[config.mk]
export PLATFORM = sky130hd
export DESIGN_NAME = div_clk_prog
export DESIGN_NICKNAME = d
export VERILOG_FILES = /design/src/rtl/div_clk_prog.sv
export SDC_FILE = /design/constraint.sdc
export NUM_CORES = 1
export LEC_CHECK = 0
export ABC_AREA = 1
export BUFFER_PORTS_ARGS = -buffer_cell sky130_fd_sc_hd__buf_4
export CAP_MARGIN = 20
export CELL_PAD_IN_SITES_DETAIL_PLACEMENT = 0
export CELL_PAD_IN_SITES_GLOBAL_PLACEMENT = 1
export CORE_MARGIN = 10
export CORE_UTILIZATION = 30
export CTS_BUF_LIST = sky130_fd_sc_hd__clkbuf_4
export CTS_CLUSTER_DIAMETER = 200
export CTS_CLUSTER_SIZE = 25
export DETAILED_ROUTE_END_ITERATION = 8
export PLACE_DENSITY = 0.62
export RECOVER_POWER = 50
export SYNTH_ARGS = -nofsm -noshare
export SYNTH_HDL_FRONTEND = slang
export SYNTH_SLANG_ARGS = --single-unit
[constraint.sdc]
create_clock -name clk32M768 -period 7 [get_ports clk32M768]
set_input_delay 1.4 -clock clk32M768 [delete_from_list [all_inputs] [get_ports clk32M768]]
set_output_delay 1.4 -clock clk32M768 [all_outputs]
set_load 0.005 [all_outputs]
[src/rtl/div_clk_prog.sv]
//==============================================================================
// Module : div_clk_prog
// Desc   : Multi-channel programmable clock divider; new divisors take effect
//          only at a period boundary. Define DIV_CLK_PROG_SYNC_EN for sync_in.
// Rev    : 1.0
//==============================================================================
`default_nettype none

module div_clk_prog #(
  parameter int NCH       = 4,
  parameter int CW        = 16,
  parameter int DIV_INIT  = 2,
  localparam int CHW      = (NCH > 1) ? $clog2(NCH) : 1
) (
  input  logic           clk32M768,
  input  logic           rst,
  input  logic           cfg_valid,
  output logic           cfg_ready,
  input  logic [CHW-1:0] cfg_ch,
  input  logic [CW-1:0]  cfg_div,
`ifdef DIV_CLK_PROG_SYNC_EN
  input  logic           sync_in,
`endif
  output logic [NCH-1:0] clk_out,
  output logic [NCH-1:0] tick
);

  localparam logic [CW-1:0] c_one   = CW'(1);
  localparam logic [CW:0]   c_one_w = (CW + 1)'(1);

  logic [NCH-1:0] w_pend;
  logic           w_sync;

`ifdef DIV_CLK_PROG_SYNC_EN
  assign w_sync = sync_in;
`else
  assign w_sync = 1'b0;
`endif

  // Channels beyond NCH never match, so ready stays 1 and the write is dropped.
  always_comb begin
    cfg_ready = 1'b1;
    for (int i = 0; i < NCH; i++) begin
      if (cfg_ch == i[CHW-1:0]) cfg_ready = ~w_pend[i];
    end
  end

  for (genvar gi = 0; gi < NCH; gi++) begin : g_ch
    localparam logic [CHW-1:0] c_idx = CHW'(gi);

    logic [CW-1:0] r_cnt, r_div, r_shd;
    logic          r_pend, r_clk, r_tick;
    logic [CW-1:0] w_d, w_p, w_cnt_nx;
    logic [CW:0]   w_half;
    logic          w_wrap, w_acc;

    assign w_acc     = cfg_valid && cfg_ready && (cfg_ch == c_idx);
    assign w_pend[gi] = r_pend;
    assign clk_out[gi] = r_clk;
    assign tick[gi]    = r_tick;

    // r_cnt is the position presented on the next edge; sync restarts at 0.
    always_comb begin
      w_d = r_div;
      w_p = r_cnt;
      if (w_sync) begin
        w_d = r_pend ? r_shd : r_div;
        w_p = '0;
      end
      w_half   = ({1'b0, w_d} + c_one_w) >> 1;
      w_wrap   = (w_d <= c_one) || (w_p == w_d - c_one);
      w_cnt_nx = w_wrap ? '0 : w_p + c_one;
    end

    always_ff @(posedge clk32M768 or posedge rst) begin
      if (rst) begin
        r_cnt  <= '0;
        r_div  <= CW'(DIV_INIT);
        r_shd  <= '0;
        r_pend <= 1'b0;
        r_clk  <= 1'b0;
        r_tick <= 1'b0;
      end else begin
        r_clk  <= ({1'b0, w_p} < w_half);
        r_tick <= (w_p == '0) && (w_d != '0);
        r_cnt  <= w_cnt_nx;
        if (w_sync) begin
          r_div  <= w_d;
          r_pend <= 1'b0;
        end else if (r_pend && w_wrap) begin
          r_div  <= r_shd;
          r_pend <= 1'b0;
        end
        // Acceptance needs pend=0, so it never collides with an apply.
        if (w_acc) begin
          r_shd  <= cfg_div;
          r_pend <= 1'b1;
        end
      end
    end
  end : g_ch

endmodule

`default_nettype wire

==> impl_metrics.csv, run 1 <==
group,metric,value,unit
sta,fin_crit,3.58,ns
synthesis,ys.flop_type,"dfrtp_1",
critical_path,critPathKind,"reg -> out",
run,maxCapViolations,0,
critical_path,cp.required,5.60,ns
critical_path,cp.arrival,2.18,ns
cells_and_area,fillers,4883,
floorplanning,core_area,0.0452,sq mm
grt,globalRouteOverflowTotal,0,
synthesis,syn_inst,1836,
grt,grt_antenna_before_repair,1,
sta,skew,0.0836,ns
floorplanning,die_height,233,microns
sta,finalSetupTns,0,ns
pwr,peakVddDrop,0.000243,V
cts,cts_max_level,1,
pwr,leakage,6.98,nW
floorplanning,die-area,0.0545,sq mm
cts,cts_resized,0,
worst_hold_path,min_path_type,"reg -> reg",
routing,ant_nets,0,
grt,grt_pass1_wl,56500,microns
grt,grt.total_usage,0.126,
cells_and_area,final_nets,1903,
cts,cts_tree,"built",
routing,firstDrtPassIters,5,
synthesis,synthArstFlopShare,1.00,
sta,drv_slew,0,
pwr,p_per_area,375,mW/mm^2
synthesis,ys_top_cells_by_area,"dfrtp_1, nand2_1, ha_1",
cells_and_area,multiInputGateArea,0.00742,sq mm
sta,min_period_over_period,0.512,
floorplanning,rows,78,
synthesis,synth_edf_count,0,
synthesis,ys_ff_latch,204,
floorplanning,io_pins,30,
placement,dp_cells,2385,
floorplanning,start_util,0.303,
synthesis,yosysTopAreaCell,"dfrtp_1",
synthesis,synth_cell_types,45,
cells_and_area,drive_above_1_share,0.0515,
routing,wl_per_cell,14.0,microns
sta,worstMarginPinSlew,1.23,ns
cts,clk_pin_slew,0.26,ns
synthesis,syn_nets,1937,
sta,rsz0062_at_grt,"no",
synthesis,netlist_area,0.0137,sq mm
cts,clock_sinks,204,
synthesis,synth-warning-count,0,
synthesis,ys_seq_area_frac,0.374,
run_status,status,"completed",
routing,vias_per_cell,4.59,
critical_path,cp-end-kind,"output port",
critical_path,start_kind,"flop",
cts,numCtsBuffers,12,
routing,postRouteWirelength,33800,microns
placement,dp_hpwl,25000,microns
placement,io_buffers,29,
cts,worstSkewPairLatency,0.68,ns
routing,drc,0,
grt,grt_max_degree,143,
sta,fmax,0.279,GHz
synthesis,synth.avg_cell_area,7.45,sq um
sta,setup_viol,0,
grt,grt_pass1_vias,10746,
sta,maxSlewHeadroom,0.181,
floorplanning,die_width,233,microns
synthesis,synth_most_common_cell,"nand2_1",
synthesis,synth_top_cell_area_share,0.366,
routing,vias,11047,
cts,clock_path_buffers,3,
cells_and_area,ff_latch_area,0.00511,sq mm
cells_and_area,final_cells,2407,
critical_path,path_max_fanout,18,
cells_and_area,syn_to_final_growth,5.14,%
routing,drtIter0Drc,557,
cts,ctsHoldBuffers,0,
sta,finalHoldViolCount,0,
cts,cts_root_buf,"clkbuf_4",
synthesis,yosys-top-cells-count,"nand2_1, dfrtp_1, nor2_1",
placement,gp_congestion,0.806,
cts,cts_setup_buffers,0,
[where the power goes]
part	total [mW]	internal, mW	switching, mW
clock	0.519	0.119	0.400
combinational	2.64	1.09	1.55
sequential	2.24	1.60	0.635
total	5.39	2.80	2.59
[placed cells by master (no fill, tap or decap), types with 49 or more instances in the layout]
cell type,instances
nand2_1,510
xnor2_1,52
nor2_1,201
dfrtp_1,200
a21oi_1,49
ha_1,80
o21ai_0,78
nand3_1,136
xor2_1,70
inv_1,173
[worst max-delay path, stage by stage, from the launching register on]
cell and delay [ns]:
dfrtp_1 0.75, inv_1 0.25, a21oi_1 0.21, o22ai_1 0.10
buf_4 0.18
[kinds of logic (layout without fill, tap and decap cells)]
logic type	after synthesis	in the layout	share of synthesized area
and+or+nand+nor	999	999	0.321
buffers and inverters	258	228	0.0814
DFF	204	204	0.374
AOI/OAI and AO/OA	172	172	0.0712
xor gates and xnor gates	123	123	0.0798
adders and majority gates	80	80	0.0732
other	0	1	0
[area by class of cell]
type | count | share of cell area
diodes | 1 | 0.000174
clock buffers | 17 | 0.00888
clock inverters | 1 | 0.00209
inverters | 177 | 0.0463
multi-input cells | 1374 | 0.517
flip-flops and latches | 204 | 0.356
well taps | 600 | 0.0522
repair buffers | 33 | 0.0181
[final timing paths]
path	startpoint	end	slack (ns)	depth (start not counted)
worst max register to register	g_ch[2].r_div[1]	g_ch[2].r_clk	3.95	13
min in group asynchronous	rst	g_ch[1].r_cnt[4]	0.78	2
worst max-delay path	g_ch[1].r_pend	cfg_ready	3.42	4
max in group asynchronous	rst	g_ch[0].r_shd[1]	4.21	4
worst min register to register	g_ch[0].r_shd[1]	g_ch[0].r_div[1]	0.44	2
worst min-delay path	g_ch[0].r_shd[1]	g_ch[0].r_div[1]	0.44	2
[state kept, by name, indices dropped and copies added (netlist names)]
name,flops
g_ch.r_cnt,64
g_ch.r_div,64
g_ch.r_shd,64
g_ch.r_clk,4
g_ch.r_pend,4
g_ch.r_tick,4
[through the flow]
stage               instance area, sq um  power [mW]  utilization  setup WS [ns]  hold WS (ns)
finish                             14400        5.39        0.318           3.42         0.443
global route                       14400        6.06        0.318           3.20         0.455
CTS                                14400        5.51        0.318           3.38         0.434
detailed placement                 14200        4.97        0.314           3.55         0.477
global placement                   14200        4.92        0.314           3.55         0.469
floorplan                          13700        4.36            -         0.0392         0.454
[layer usage]
metal  routed length, microns  GRT usage  up-vias
met3                      833     0.0147       17
met2                    15400      0.205       97
met4                      391     0.0191        0
met5                        0          0        -
met1                    17200      0.178     5131
li1                         -          -     5802
(Power assumes the default switching activity.)
==> inputs of run 2 (changes only) <==
Settings changed: ABC_AREA 1 to 0, PLACE_DENSITY 0.62 to 0.58.
Clock period 7 ns to 3.5 ns, I/O delays scaled along.
==> impl_metrics.csv, run 2 <==
group,metric,value,unit
floorplanning,die_height,230,microns
synthesis,yosys-top-cells-count,"dfrtp_1, nor2_1, xnor2_1",
synthesis,ys_top_cells_by_area,"dfrtp_1, ha_1, mux2_2",
grt,grt_max_degree,63,
placement,dp_cells,1907,
sta,rsz0062_at_grt,"no",
worst_hold_path,min_path_type,"in -> reg",
grt,grt_pass1_vias,9521,
floorplanning,die-area,0.0531,sq mm
run,maxCapViolations,1,
cells_and_area,top_regs,"g_ch.r_cnt x64, g_ch.r_div x64, g_ch.r_shd x64",
sta,fin_crit,3.27,ns
cells_and_area,final_cells,1928,
critical_path,critPathKind,"reg -> reg",
synthesis,synth_most_common_cell,"dfrtp_1",
placement,io_buffers,29,
sta,maxSlewHeadroom,-0.0233,
critical_path,worst_path_max_delay_cell,"dfstp_2",
cells_and_area,syn_to_final_growth,7.01,%
synthesis,synth_cell_types,85,
synthesis,synth-warning-count,0,
sta,worstMarginPinSlew,1.53,ns
placement,dp_hpwl,25400,microns
run_status,status,"finished with violations",
sta,hold_slack,0.284,ns
cts,ctsHoldBuffers,1,
sta,finalWorstSetupSlack,0.234,ns
cells_and_area,fin_util,0.323,
synthesis,ys_ff_latch,204,
critical_path,r2r-start,"g_ch[3].r_div[1]",
grt,grt.total_usage,0.126,
routing,wl_per_cell,17.6,microns
floorplanning,die_width,230,microns
synthesis,ys.flop_type,"dfrtp_1",
cts,cts_root_buf,"clkbuf_4",
routing,firstDrtPassIters,4,
worst_hold_path,min_from,"cfg_div[9]",
cts,numCtsBuffers,12,
cts,worstSkewPairLatency,0.69,ns
synthesis,ys_seq_area_frac,0.385,
floorplanning,io_pins,30,
synthesis,synth_top_cell_area_share,0.377,
floorplanning,rows,77,
critical_path,crit_start,"g_ch[3].r_div[1]",
cts,cts_max_level,1,
floorplanning,core_area,0.0440,sq mm
sta,finalHoldViolCount,0,
pwr,peakVddDrop,0.000448,V
placement,gp_congestion,0.814,
cts,cts_tree,"built",
critical_path,start_kind,"flop",
cts,clock_path_buffers,3,
cts,cts_resized,0,
pwr,power.total,10.7,mW
pwr,p_per_area,755,mW/mm^2
synthesis,yosysTopAreaCell,"dfrtp_1",
grt,grt_pass1_wl,55100,microns
synthesis,synth.avg_cell_area,9.94,sq um
sta,skew,0.0826,ns
cts,cts_setup_buffers,0,
critical_path,path_max_fanout,16,
grt,grt_antenna_before_repair,2,
cells_and_area,fin_area,0.0142,sq mm
routing,drtIter0Drc,507,
sta,min_period_over_period,0.933,
critical_path,path_cells,"inv_1 > ha_1 > nor3b_4 > a311o_1 > o221ai_1 > nand3_1 > nor4_2 > or3b_4 > o21ai_4 > mux2_2",
sta,finalSetupTns,0,ns
cts,clk_pin_slew,0.29,ns
critical_path,cp_slowest_stage_delay,0.58,ns
run_status,violations,"capacitance limit, slew limit",
cells_and_area,final_common_cell,"dfrtp_1",
pwr,leakage,6.15,nW
critical_path,cp.arrival,3.85,ns
critical_path,cp.required,4.08,ns
cts,clock_sinks,204,
grt,globalRouteOverflowTotal,0,
routing,vias_per_cell,4.97,
placement,dp_worst_setup_slack,0.287,ns
cells_and_area,final_cell_mix,"dfrtp_1, nor2_1, xnor2_1, xor2_1, mux2_2",
routing,ant_nets,0,
placement,dpl-instance-area,0.0141,sq mm
routing,vias,9585,
sta,setup_viol,0,
routing,drc,0,
synthesis,synth_edf_count,0,
critical_path,cp-end-kind,"flop",
synthesis,synthArstFlopShare,1.00,
sta,drv_slew,63,
synthesis,syn_nets,1438,
routing,postRouteWirelength,33900,microns
synthesis,syn_inst,1337,
synthesis,netlist_area,0.0133,sq mm
floorplanning,start_util,0.302,
sta,fmax,0.306,GHz
critical_path,rrSetupSlack,0.23,ns
cells_and_area,drive_above_1_share,0.151,
cells_and_area,final_nets,1431,
[run 2: cell types whose count changed in the layout (fill, tap and decap cells not counted), moves of 24 or more]
cell and delta:
a21o_1 +31, xnor2_1 +49, nand2_1 -441, nor2_1 -77, inv_1 -131, o21ai_0 -54
xor2_1 +24, nand3b_1 -26, mux2_2 +81, and3_1 +36, buf_4 +27, nor3_1 -24
nand3_1 -57
[run 2: worst paths after layout]
| kind | end | cells past startpoint |
|---|---|---|
| min in group asynchronous | g_ch[3].r_div[10] | 3 |
| worst max register to register | g_ch[3].r_div[8] | 10 |
| worst max-delay path | g_ch[3].r_div[8] | 10 |
| worst min-delay path | g_ch[3].r_shd[9] | 2 |
| worst min register to register | g_ch[3].r_div[13] | 1 |
| max in group asynchronous | g_ch[1].r_div[5] | 5 |
[run 2: area by class of cell]
class	count	area, sq um
antenna	2	5.00
clock buffer	17	128
clock inverter	1	30.0
fill	4631	29800
inverter	43	163
multi-input combinational	1004	7570
sequential	204	5110
tap	592	741
timing repair buffer	65	468
[run 2: per-layer routing]
metal	track usage	up-vias	part of all wire
met4	0.0238	2	0.014
li1	-	4690	-
met3	0.0119	24	0.022
met1	0.177	4771	0.49
met5	0	-	0.00038
met2	0.209	98	0.47
[run 2: power by group]
part,internal [mW],switching (mW),leakage (nW)
Clock,0.238,0.795,0.0896
Combinational,2.59,2.50,3.51
Sequential,3.24,1.38,2.56
Total,6.07,4.67,6.15
[run 2: critical path: cells and delay by family, from the launching register on]
kind / cells / cell delay [ns]
DFF: 1 / 0.58
and+or+nand+nor: 4 / 1.16
adders and majority gates: 1 / 0.22
buffers and inverters: 1 / 0.05
AOI/OAI and AO/OA: 3 / 0.80
muxes: 1 / 0.39
[run 2: cells by family (layout without fill, tap and decap cells)]
| logic type | count (synthesis) | count (layout) | synth area share |
|---|---|---|---|
| AOI/OAI and AO/OA | 187 | 187 | 0.106 |
| xor gates and xnor gates | 195 | 195 | 0.129 |
| adders and majority gates | 80 | 80 | 0.0753 |
| buffers and inverters | 129 | 126 | 0.0458 |
| DFF | 204 | 204 | 0.385 |
| muxes | 88 | 88 | 0.0762 |
| other | 0 | 2 | 0 |
| and+or+nand+nor | 454 | 454 | 0.183 |
==> inputs of run 3 (changes only) <==
Settings changed: SETUP_SLACK_MARGIN set to 0.3.
==> impl_metrics.csv, run 3 (synthesized netlist as in run 2, its figures left out) <==
group,metric,value,unit
cells_and_area,drive_above_1_share,0.173,
cts,clk_pin_slew,0.29,ns
cts,clock_path_buffers,3,
cells_and_area,final_nets,1446,
pwr,peakVddDrop,0.000449,V
cells_and_area,top_regs,"g_ch.r_cnt x64, g_ch.r_div x64, g_ch.r_shd x64",
cts,cts_tree,"built",
floorplanning,core_area,0.0440,sq mm
floorplanning,io_pins,30,
sta,setup_viol,0,
placement,dp_cells,1907,
sta,worstMarginPinSlew,1.52,ns
floorplanning,start_util,0.302,
cts,clock_sinks,204,
critical_path,cp-end-kind,"flop",
sta,finalSetupTns,0,ns
cells_and_area,syn_to_final_growth,8.70,%
pwr,leakage,6.24,nW
routing,vias,9651,
routing,drtIter0Drc,530,
critical_path,path_max_fanout,11,
cells_and_area,final_cell_mix,"dfrtp_1, nor2_1, xnor2_1, xor2_1, mux2_2",
critical_path,rrSetupSlack,0.42,ns
routing,wl_met1,16900,microns
routing,wl_met2,16000,microns
sta,maxSlewHeadroom,-0.0109,
critical_path,cp_top_family,"simple AND/OR/NAND/NOR gates",
cells_and_area,fin_area,0.0144,sq mm
floorplanning,die_height,230,microns
sta,fin_crit,3.08,ns
pwr,power.total,11.0,mW
sta,drv_slew,63,
floorplanning,die-area,0.0531,sq mm
grt,grt_antenna_before_repair,2,
cts,cts_root_buf,"clkbuf_4",
run,maxCapViolations,1,
sta,fmax,0.325,GHz
grt,grt_pass1_vias,9563,
routing,vias_per_cell,4.97,
routing,drc,0,
routing,wl_met3,726,microns
cts,worstSkewPairLatency,0.69,ns
routing,postRouteWirelength,34100,microns
cells_and_area,final_common_cell,"dfrtp_1",
sta,rsz0062_at_grt,"yes",
cts,cts_max_level,1,
sta,skew,0.0834,ns
critical_path,path_cells,"or4_4 > nor2_4 > a31oi_1 > or3_1 > nor4_4 > or3b_4 > o21ai_4 > mux2_2",
pwr,p_per_area,762,mW/mm^2
worst_hold_path,min_path_type,"in -> reg",
critical_path,start_kind,"flop",
critical_path,worst_path_max_delay_cell,"or4_4",
floorplanning,die_width,230,microns
sta,min_period_over_period,0.879,
floorplanning,rows,77,
routing,top_layer,"met5",
placement,gp_congestion,0.814,
routing,firstDrtPassIters,5,
cells_and_area,fin_util,0.328,
routing,wl_per_cell,17.6,microns
run_status,status,"finished with violations",
grt,grt.total_usage,0.127,
critical_path,critPathKind,"reg -> reg",
cts,numCtsBuffers,12,
critical_path,cp_slowest_stage_delay,0.62,ns
run_status,violations,"capacitance limit, slew limit",
placement,dp_hpwl,25400,microns
critical_path,cp.arrival,3.66,ns
critical_path,cp.required,4.08,ns
cells_and_area,final_cells,1943,
grt,grt_pass1_wl,55200,microns
grt,grt_max_degree,63,
critical_path,path_buf_inv,0,
placement,io_buffers,29,
sta,finalHoldViolCount,0,
routing,ant_nets,0,
placement,dpl-instance-area,0.0141,sq mm
grt,globalRouteOverflowTotal,0,
==> run 3: cell types whose count changed in the layout (fill, tap and decap cells not counted), moves of 3 or more <==
cell       before  now
a2111oi_0       5    1
buf_4          56   68
nor4_1         23   19
nor4_4          2    5
dfrtp_1       200  194
dfrtp_2         0    6
==> run 3: layout make-up <==
cell class | instances | area (sq um)
fillers | 4628 | 29600
multi-input cells | 1006 | 7690
clock buffers | 17 | 128
clock inverters | 1 | 30.0
flip-flops and latches | 204 | 5120
repair buffers | 78 | 569
diodes | 2 | 5.00
inverters | 43 | 163
well taps | 592 | 741
==> run 3: worst paths after layout <==
kind	start	to	cells after the start
max reg2reg	g_ch[3].r_div[3]	g_ch[3].r_div[8]	8
min reg2reg	g_ch[3].r_shd[13]	g_ch[3].r_div[13]	1
min in group asynchronous	rst	g_ch[3].r_div[10]	3
min	cfg_div[9]	g_ch[3].r_shd[9]	2
max	g_ch[3].r_div[3]	g_ch[3].r_div[8]	8
max in group asynchronous	rst	g_ch[1].r_div[0]	4
==> run 3: what timing repair did <==
action / CTS / global route
resized for setup: 4 / 24
endpoints found under the hold margin: 8 / 0
gates cloned: 1 / 1
pin swaps: 1 / 6
setup buffers: 3 / 10
hold buffers: 1 / 0
setup endpoints to repair: 6 / 95
==> run 3: worst register-to-register path: stages (launching register included) <==
cell	delay, ns
dfrtp_2	0.56
or4_4	0.62
nor2_4	0.14
a31oi_1	0.10
or3_1	0.36
nor4_4	0.25
or3b_4	0.46
o21ai_4	0.14
mux2_2	0.37
==> run 3: where the power goes <==
group,internal [mW],switching (mW)
clock network,0.238,0.793
registers,3.24,1.39
logic,2.75,2.59
total,6.23,4.78
==> run 3: per-stage QoR <==
stage	setup slack, ns	hold WS (ns)
after CTS	0.307	0.211
final	0.425	0.284
after global placement	0.272	0.474
after detailed placement	0.287	0.480
after floorplan	0.159	0.460
after global routing	0.255	0.223
==> run 3: layer usage <==
layer | vias up | GRT usage
li1 | 4724 | -
met1 | 4803 | 0.177
met2 | 94 | 0.209
met3 | 28 | 0.0119
met4 | 2 | 0.0251
met5 | - | 0
